===== config.mk =====
export PLATFORM = sky130hd
export DESIGN_NAME = add_cfast_pipe
export DESIGN_NICKNAME = d
export VERILOG_FILES = /design/src/rtl/add_cfast_pipe.sv
export SDC_FILE = /design/constraint.sdc
export NUM_CORES = 1
export LEC_CHECK = 0
export CORE_ASPECT_RATIO = 1.5
export CORE_MARGIN = 5
export CORE_UTILIZATION = 27
export DETAILED_ROUTE_END_ITERATION = 10
export GPL_TIMING_DRIVEN = 0
export PLACE_DENSITY = 0.45
export SLEW_MARGIN = 5
export SYNTH_ARGS = -nofsm -noshare
export SYNTH_HDL_FRONTEND = slang
export SYNTH_HIERARCHICAL = 1
export SYNTH_SLANG_ARGS = --single-unit

===== constraint.sdc =====
create_clock -name CLK -period 6 [get_ports CLK]
set_input_delay 0.6 -clock CLK [delete_from_list [all_inputs] [get_ports CLK]]
set_output_delay 0.6 -clock CLK [all_outputs]
set_load 0.1 [all_outputs]

===== src/rtl/add_cfast_pipe.sv =====
//==================================================================
// add_cfast_pipe : pipelined parallel-prefix adder, {CO,S}=A+B+CI
//   The word is cut into `stages` slices; each slice adds with a
//   fast-carry-in prefix tree and hands its carry to the next stage
//   through a register. Valid/ready handshake with full backpressure.
//   Optional signed-overflow output OV: define ADDCFASTPIPE_OVF_EN.
// Revision: 1.0
//==================================================================
`default_nettype none

package lau_pkg;
  typedef enum logic [1:0] {
    SLOW = 2'd0,
    FAST = 2'd1
  } speed_t;
endpackage

module add_cfast_slice #(
  parameter int              n     = 4,
  parameter lau_pkg::speed_t speed = lau_pkg::FAST
) (
  input  logic [n-1:0] a,
  input  logic [n-1:0] b,
  input  logic         ci,
  output logic [n-1:0] s,
  output logic         co
);
  logic [n-1:0] g;
  logic [n-1:0] p;
  logic [n-1:0] gg;
  logic [n-1:0] pp;
  logic [n:0]   c;

  assign g = a & b;
  assign p = a ^ b;

  // Group generate/propagate prefix over bits [i:0], built without ci so
  // the carry-in only passes through the final AND-OR (fast carry-in).
  // FAST uses a Sklansky tree, SLOW a serial prefix chain.
  always_comb begin
    gg = g;
    pp = p;
    if (speed == lau_pkg::FAST) begin
      for (int l = 0; (1 << l) < n; l++) begin
        for (int i = n - 1; i > 0; i--) begin
          if (((i >> l) & 1) == 1) begin
            gg[i] = gg[i] | (pp[i] & gg[((i >> l) << l) - 1]);
            pp[i] = pp[i] & pp[((i >> l) << l) - 1];
          end
        end
      end
    end else begin
      for (int i = 1; i < n; i++) begin
        gg[i] = gg[i] | (pp[i] & gg[i - 1]);
        pp[i] = pp[i] & pp[i - 1];
      end
    end
  end

  assign c  = {gg | (pp & {n{ci}}), ci};
  assign s  = p ^ c[n-1:0];
  assign co = c[n];
endmodule

module add_cfast_pipe #(
  parameter int              width  = 32,
  parameter int              stages = 2,
  parameter lau_pkg::speed_t speed  = lau_pkg::FAST
) (
  input  logic             CLK,
  input  logic             RST,
  input  logic [width-1:0] A,
  input  logic [width-1:0] B,
  input  logic             CI,
  input  logic             VI,
  output logic             RO,
  output logic [width-1:0] S,
  output logic             CO,
  output logic             VO,
  input  logic             RI
`ifdef ADDCFASTPIPE_OVF_EN
  ,
  output logic             OV
`endif
);
  // Slice width; the last slice takes whatever is left over.
  localparam int W = (width + stages - 1) / stages;

  if (stages < 1 || stages > width || (stages - 1) * W >= width) begin : g_param_check
    $error("add_cfast_pipe: width/stages combination yields an empty slice");
  end

  logic [stages-1:0] vld;
  logic [stages-1:0] vin;
  logic [stages-1:0] acc;
  logic [stages-1:0] c_q;
  logic [stages-1:0] nxt_c;
  logic [width-1:0]  s_q   [stages];
  logic [width-1:0]  a_q   [stages];
  logic [width-1:0]  b_q   [stages];
  logic [width-1:0]  nxt_s [stages];
  logic [width-1:0]  nxt_a [stages];
  logic [width-1:0]  nxt_b [stages];
`ifdef ADDCFASTPIPE_OVF_EN
  logic nxt_ov;
  logic ov_q;
`endif

  for (genvar k = 0; k < stages; k++) begin : g_stage
    localparam int LO = k * W;
    localparam int HI = ((k + 1) * W > width) ? width : (k + 1) * W;
    localparam int N  = HI - LO;

    logic [width-1:0] a_src;
    logic [width-1:0] b_src;
    logic [width-1:0] s_src;
    logic [width-1:0] ns;
    logic             c_src;
    logic [N-1:0]     sl_s;
    logic             sl_c;

    if (k == 0) begin : g_head
      assign a_src  = A;
      assign b_src  = B;
      assign s_src  = '0;
      assign c_src  = CI;
      assign vin[k] = VI;
    end else begin : g_body
      assign a_src  = a_q[k-1];
      assign b_src  = b_q[k-1];
      assign s_src  = s_q[k-1];
      assign c_src  = c_q[k-1];
      assign vin[k] = vld[k-1];
    end

    // A stage can take new data unless it and every stage below it are full
    // and the output is stalled; written flat to avoid a ripple loop.
    assign acc[k] = RI | ~(&vld[stages-1:k]);

    add_cfast_slice #(
      .n     (N),
      .speed (speed)
    ) u_slice (
      .a  (a_src[LO +: N]),
      .b  (b_src[LO +: N]),
      .ci (c_src),
      .s  (sl_s),
      .co (sl_c)
    );

    // Splice this slice's sum into the partial sum travelling down the pipe.
    always_comb begin
      ns          = s_src;
      ns[LO +: N] = sl_s;
    end

    assign nxt_s[k] = ns;
    assign nxt_a[k] = a_src;
    assign nxt_b[k] = b_src;
    assign nxt_c[k] = sl_c;

`ifdef ADDCFASTPIPE_OVF_EN
    if (k == stages - 1) begin : g_ovf
      assign nxt_ov = (a_src[width-1] == b_src[width-1]) & (ns[width-1] != a_src[width-1]);
    end
`endif
  end

  // Stage registers: valid follows the accept condition, data loads only on a transfer.
  always_ff @(posedge CLK) begin
    for (int k = 0; k < stages; k++) begin
      if (RST) begin
        vld[k] <= 1'b0;
        c_q[k] <= 1'b0;
        s_q[k] <= '0;
        a_q[k] <= '0;
        b_q[k] <= '0;
      end else begin
        if (acc[k]) begin
          vld[k] <= vin[k];
        end
        if (acc[k] & vin[k]) begin
          c_q[k] <= nxt_c[k];
          s_q[k] <= nxt_s[k];
          a_q[k] <= nxt_a[k];
          b_q[k] <= nxt_b[k];
        end
      end
    end
  end

`ifdef ADDCFASTPIPE_OVF_EN
  // Overflow flag shares the final stage's load/hold/reset behaviour.
  always_ff @(posedge CLK) begin
    if (RST) begin
      ov_q <= 1'b0;
    end else if (acc[stages-1] & vin[stages-1]) begin
      ov_q <= nxt_ov;
    end
  end
  assign OV = ov_q;
`endif

  // Ready is forced high while in reset; the reset branch above still blocks the load.
  assign RO = acc[0] | RST;
  assign S  = s_q[stages-1];
  assign CO = c_q[stages-1];
  assign VO = vld[stages-1];
endmodule

`default_nettype wire


==> results.rst <==
.. list-table::
   :header-rows: 1

   * - Metric
     - Value
   * - Fraction of post-synthesis cell area in the top cell type by area
     - 50.2%
   * - Nets in the synthesized netlist
     - ~520
   * - Power Density
     - 270 nW/um^2
   * - Most numerous cell in the Yosys netlist
     - sky130_fd_sc_hd__and2_1
   * - Cell area after technology mapping
     - approximately 4800 sq um
   * - Worst min path class
     - register to register
   * - CTS tree
     - done
   * - Final Total Pwr
     - about 0.0018 W
   * - #FFs+latches synth
     - 84
   * - Critical path class
     - input pin to output pin
   * - Sum of overflow across all layers after global routing
     - 0
   * - Status
     - finished clean
   * - Iter 0 DRT Violations
     - about 110
   * - Max-cap violations
     - 0
   * - Chip Width
     - about 120 um
   * - Top cells by area, synth
     - sky130_fd_sc_hd__edfxtp_1 (50%), sky130_fd_sc_hd__and2_1 (11%), sky130_fd_sc_hd__ha_1 (8.4%)
   * - Number of antenna-violating nets in the routed design
     - 0
   * - Switching Fraction
     - between 20 and 30%
   * - Cells after DPL
     - 730
   * - Crit path time final
     - around 3.3 ns
   * - Beginning of the worst register-to-register path
     - a_q[0][19]$_SDFFCE_PN0P_
   * - Starting density of the core
     - 27.5%
   * - Worst path slowest cell
     - sky130_fd_sc_hd__clkdlybuf4s50_1
   * - Setup TNS
     - 0 ns
   * - Synth-to-layout area growth
     - 35.5%
   * - FILL cells
     - 1753
   * - Share of the core filled with cells
     - 37.2%
   * - Mean post-synth cell area
     - roughly 12 sq um
   * - Unrepaired setup endpoints after global routing
     - false
   * - Share of the yosys chip area belonging to registers
     - about half
   * - Total GRT Usage
     - a little over a tenth
   * - Vias per std cell
     - around 4.6
   * - Full die area
     - slightly above 20000 sq um
   * - Hold Fails Final Rpt
     - 0
   * - Die Span Y
     - approximately 170 um
   * - Achievable frequency
     - roughly 300 MHz
   * - Data required time at the worst endpoint
     - roughly 5.4 ns
   * - Hold path start
     - c_q[1]$_SDFFE_PP0P_
   * - Cell taking the most area after synthesis
     - sky130_fd_sc_hd__edfxtp_1
   * - Leakage
     - about 2.5 nW
   * - Type of destination of the critical path
     - output pin
   * - Internal Power
     - 0.00126 W
   * - Final clock skew
     - approximately 0.0086 ns
   * - Worst IR Drop VDD
     - 119 uV
   * - Post-cts resize count
     - 0
   * - Global placement routability congestion
     - around 0.83
   * - Commonest cells in the netlist
     - sky130_fd_sc_hd__and2_1 (82), sky130_fd_sc_hd__edfxtp_1 (80), sky130_fd_sc_hd__ha_1 (32)
   * - Count of buffers inserted at the top-level ports
     - 103
   * - Clock Sinks
     - 84
   * - Number of antenna violations at the first check in global routing
     - 0
   * - Number of global-route vias before repair
     - 3609
   * - Critical Path Start
     - RST
   * - IO Pins
     - 104
   * - Post-layout nets
     - approximately 630
   * - CP startpoint kind
     - input pin
   * - Final antenna diode count
     - 0
   * - Detailed Route WL
     - ~11 mm
   * - Number of endpoints failing setup at the final stage
     - 0
   * - Count of non-filler cells in the finished layout
     - about 750
   * - Sequential group share of total power
     - around two fifths
   * - Vias
     - between 3000 and 4000
   * - Primary FF master, synth
     - sky130_fd_sc_hd__edfxtp_1
   * - Skew-Pair Late Insertion Delay
     - about 0.33 ns
   * - Slew margin rel.
     - a little under a third
   * - Largest net degree at the start of global routing
     - 26
   * - Cells along the critical path
     - clkdlybuf4s50_1 -> inv_1 -> nand3_1 -> clkdlybuf4s50_1
   * - Hold_buf cts
     - 0
   * - Delay contributed by the slowest stage of the critical path
     - approximately 1.2 ns
   * - Proportion of register bits with asynchronous set or reset after synthesis
     - 0%
   * - Most used cell, CP
     - sky130_fd_sc_hd__clkdlybuf4s50_1
   * - Number of buffer and inverter stages on the critical path
     - 3
   * - Number of different library cells in the post-synthesis netlist
     - 48
   * - Drt wl/cell
     - between 15 and 20 um
   * - Net Sw Power
     - slightly below 0.0005 W
   * - Number of clock buffers inserted by TritonCTS
     - 9
   * - Max Root-Sink Buffers
     - 2
   * - DP Wirelength
     - between 8 and 9 mm
   * - Clock Pin Slew Worst Setup and Hold Paths
     - about 0.060 ns
   * - Number of buffers inserted to repair setup after CTS
     - 0
   * - Arr. time, crit path
     - 2.73 ns
   * - Global-route wire length before repair
     - 17.7 mm
   * - Core outline area
     - around 17000 sq um
   * - Cell row count
     - a little under 60
   * - Synthesized instance count
     - around 410
   * - Clock group share of total power
     - ~35%
   * - Slew Limit Fails
     - 0
   * - Ratio of cells with drive above 1 in the final layout
     - under 10%
   * - Number of levels the H-tree was split into
     - 3
   * - TritonRoute pass-1 iters
     - 4
   * - Count of flip-flops with a built-in enable after synthesis
     - 80
   * - DRC violation count after routing
     - 0
   * - Synthesis Warnings
     - 6
   * - Combinational power share
     - 24.4%
   * - Largest fanout on the critical path
     - 6
   * - Clock root buffer
     - sky130_fd_sc_hd__clkbuf_16
   * - CP delay by family, top
     - buffers and inverters
   * - Tcrit/Tclk final
     - 55.5%
   * - Slew at the pin closest to its max-slew limit
     - between 1 and 1.5 ns
[registers in the layout, indices dropped and copies added, names as in the netlist]
signal / count
a_q: 16
c_q: 2
b_q: 16
s_q: 48
vld: 2
[metrics by stage]
stage | hold WS, ns | instance area, sq um | worst slack [ns]
finish | 0.505 | 6490 | 2.67
floorplan | 0.472 | 4790 | 1.02
CTS | 0.517 | 6490 | 2.67
detailed placement | 0.503 | 6160 | 2.68
global route | 0.536 | 6490 | 2.62
global placement | 0.467 | 6090 | -1.29
[metal layers]
layer  global-route usage [%]  wire, um  vias up
li1                         -         -     1732
met1                     11.4      4390     1570
met2                     21.0      6210       93
met3                     2.35       451       12
met4                     4.59       208        0
met5                        0         0        -
[area by class of cell]
cell class / count / area (sq um) / share of cell area (%)
sequential: 84 / 2480 / 38.3
buffer: 8 / 48.8 / 0.752
inverter: 24 / 90.1 / 1.39
multi-input combinational: 296 / 2190 / 33.8
timing repair buffer: 105 / 1080 / 16.6
clock buffer: 10 / 229 / 3.53
tap: 213 / 267 / 4.11
clock inverter: 5 / 101 / 1.56
[worst paths after layout]
kind / depth (start not counted) / slack, ns / to
hold / removal: 2 / 0.50 / c_q[1]$_SDFFE_PP0P_
setup / recovery: 4 / 2.67 / RO
setup reg to reg: 7 / 3.57 / s_q[1][22]$_SDFFCE_PN0P_
hold reg to reg: 2 / 0.50 / c_q[1]$_SDFFE_PP0P_
[power by group through the flow]
| stage | Combinational (W) | Clock (W) | Sequential [W] |
|---|---|---|---|
| after CTS | 0.000433 | 0.000639 | 0.000706 |
| final | 0.000428 | 0.000621 | 0.000705 |
| after detailed placement | 0.000431 | 0 | 0.000719 |
| after floorplan | 0.000182 | 0 | 0.000838 |
| after global placement | 0.000420 | 0 | 0.000724 |
| after global routing | 0.000462 | 0.000662 | 0.000709 |
[logic make-up (layout without fill, tap and decap cells)]
family	Yosys count	after routing	share of synthesized area, %
compound gates	80	80	12.7
xor+xnor	20	20	3.66
fa+ha+maj	34	34	9.20
buf+inv	32	152	2.90
flops	84	84	51.8
mux	2	2	0.418
simple gates	160	160	19.3
[layout by cell type, fill, tap and decap left out, drive strengths merged, types with 3 or more instances in the layout]
| cell type | Yosys | routed |
|---|---|---|
| a211oi | 4 | 4 |
| a21boi | 6 | 6 |
| a21oi | 20 | 20 |
| and2 | 84 | 84 |
| and3 | 6 | 6 |
| buf | 3 | 5 |
| bufinv | 0 | 3 |
| clkbuf | 5 | 15 |
| clkdlybuf4s50 | 0 | 103 |
| dfxtp | 4 | 4 |
| edfxtp | 80 | 80 |
| ha | 32 | 32 |
| inv | 24 | 24 |
| nand2 | 6 | 6 |
| nand3 | 10 | 10 |
| nand4 | 4 | 4 |
| nor2 | 23 | 23 |
| nor2b | 7 | 7 |
| nor3 | 11 | 11 |
| o21a | 8 | 8 |
| o21ai | 16 | 16 |
| o41ai | 3 | 3 |
| xnor2 | 18 | 18 |
[worst register-to-register path, stage by stage (launching register included)]
cell                       delay (ns)
sky130_fd_sc_hd__edfxtp_1        0.38
sky130_fd_sc_hd__ha_1            0.38
sky130_fd_sc_hd__and2_4          0.18
sky130_fd_sc_hd__a221oi_4        0.39
sky130_fd_sc_hd__a21boi_1        0.22
sky130_fd_sc_hd__o31ai_1         0.34
sky130_fd_sc_hd__a21boi_0        0.27
sky130_fd_sc_hd__and2_1          0.15
No activity file was read; power rests on OpenSTA's default activity.
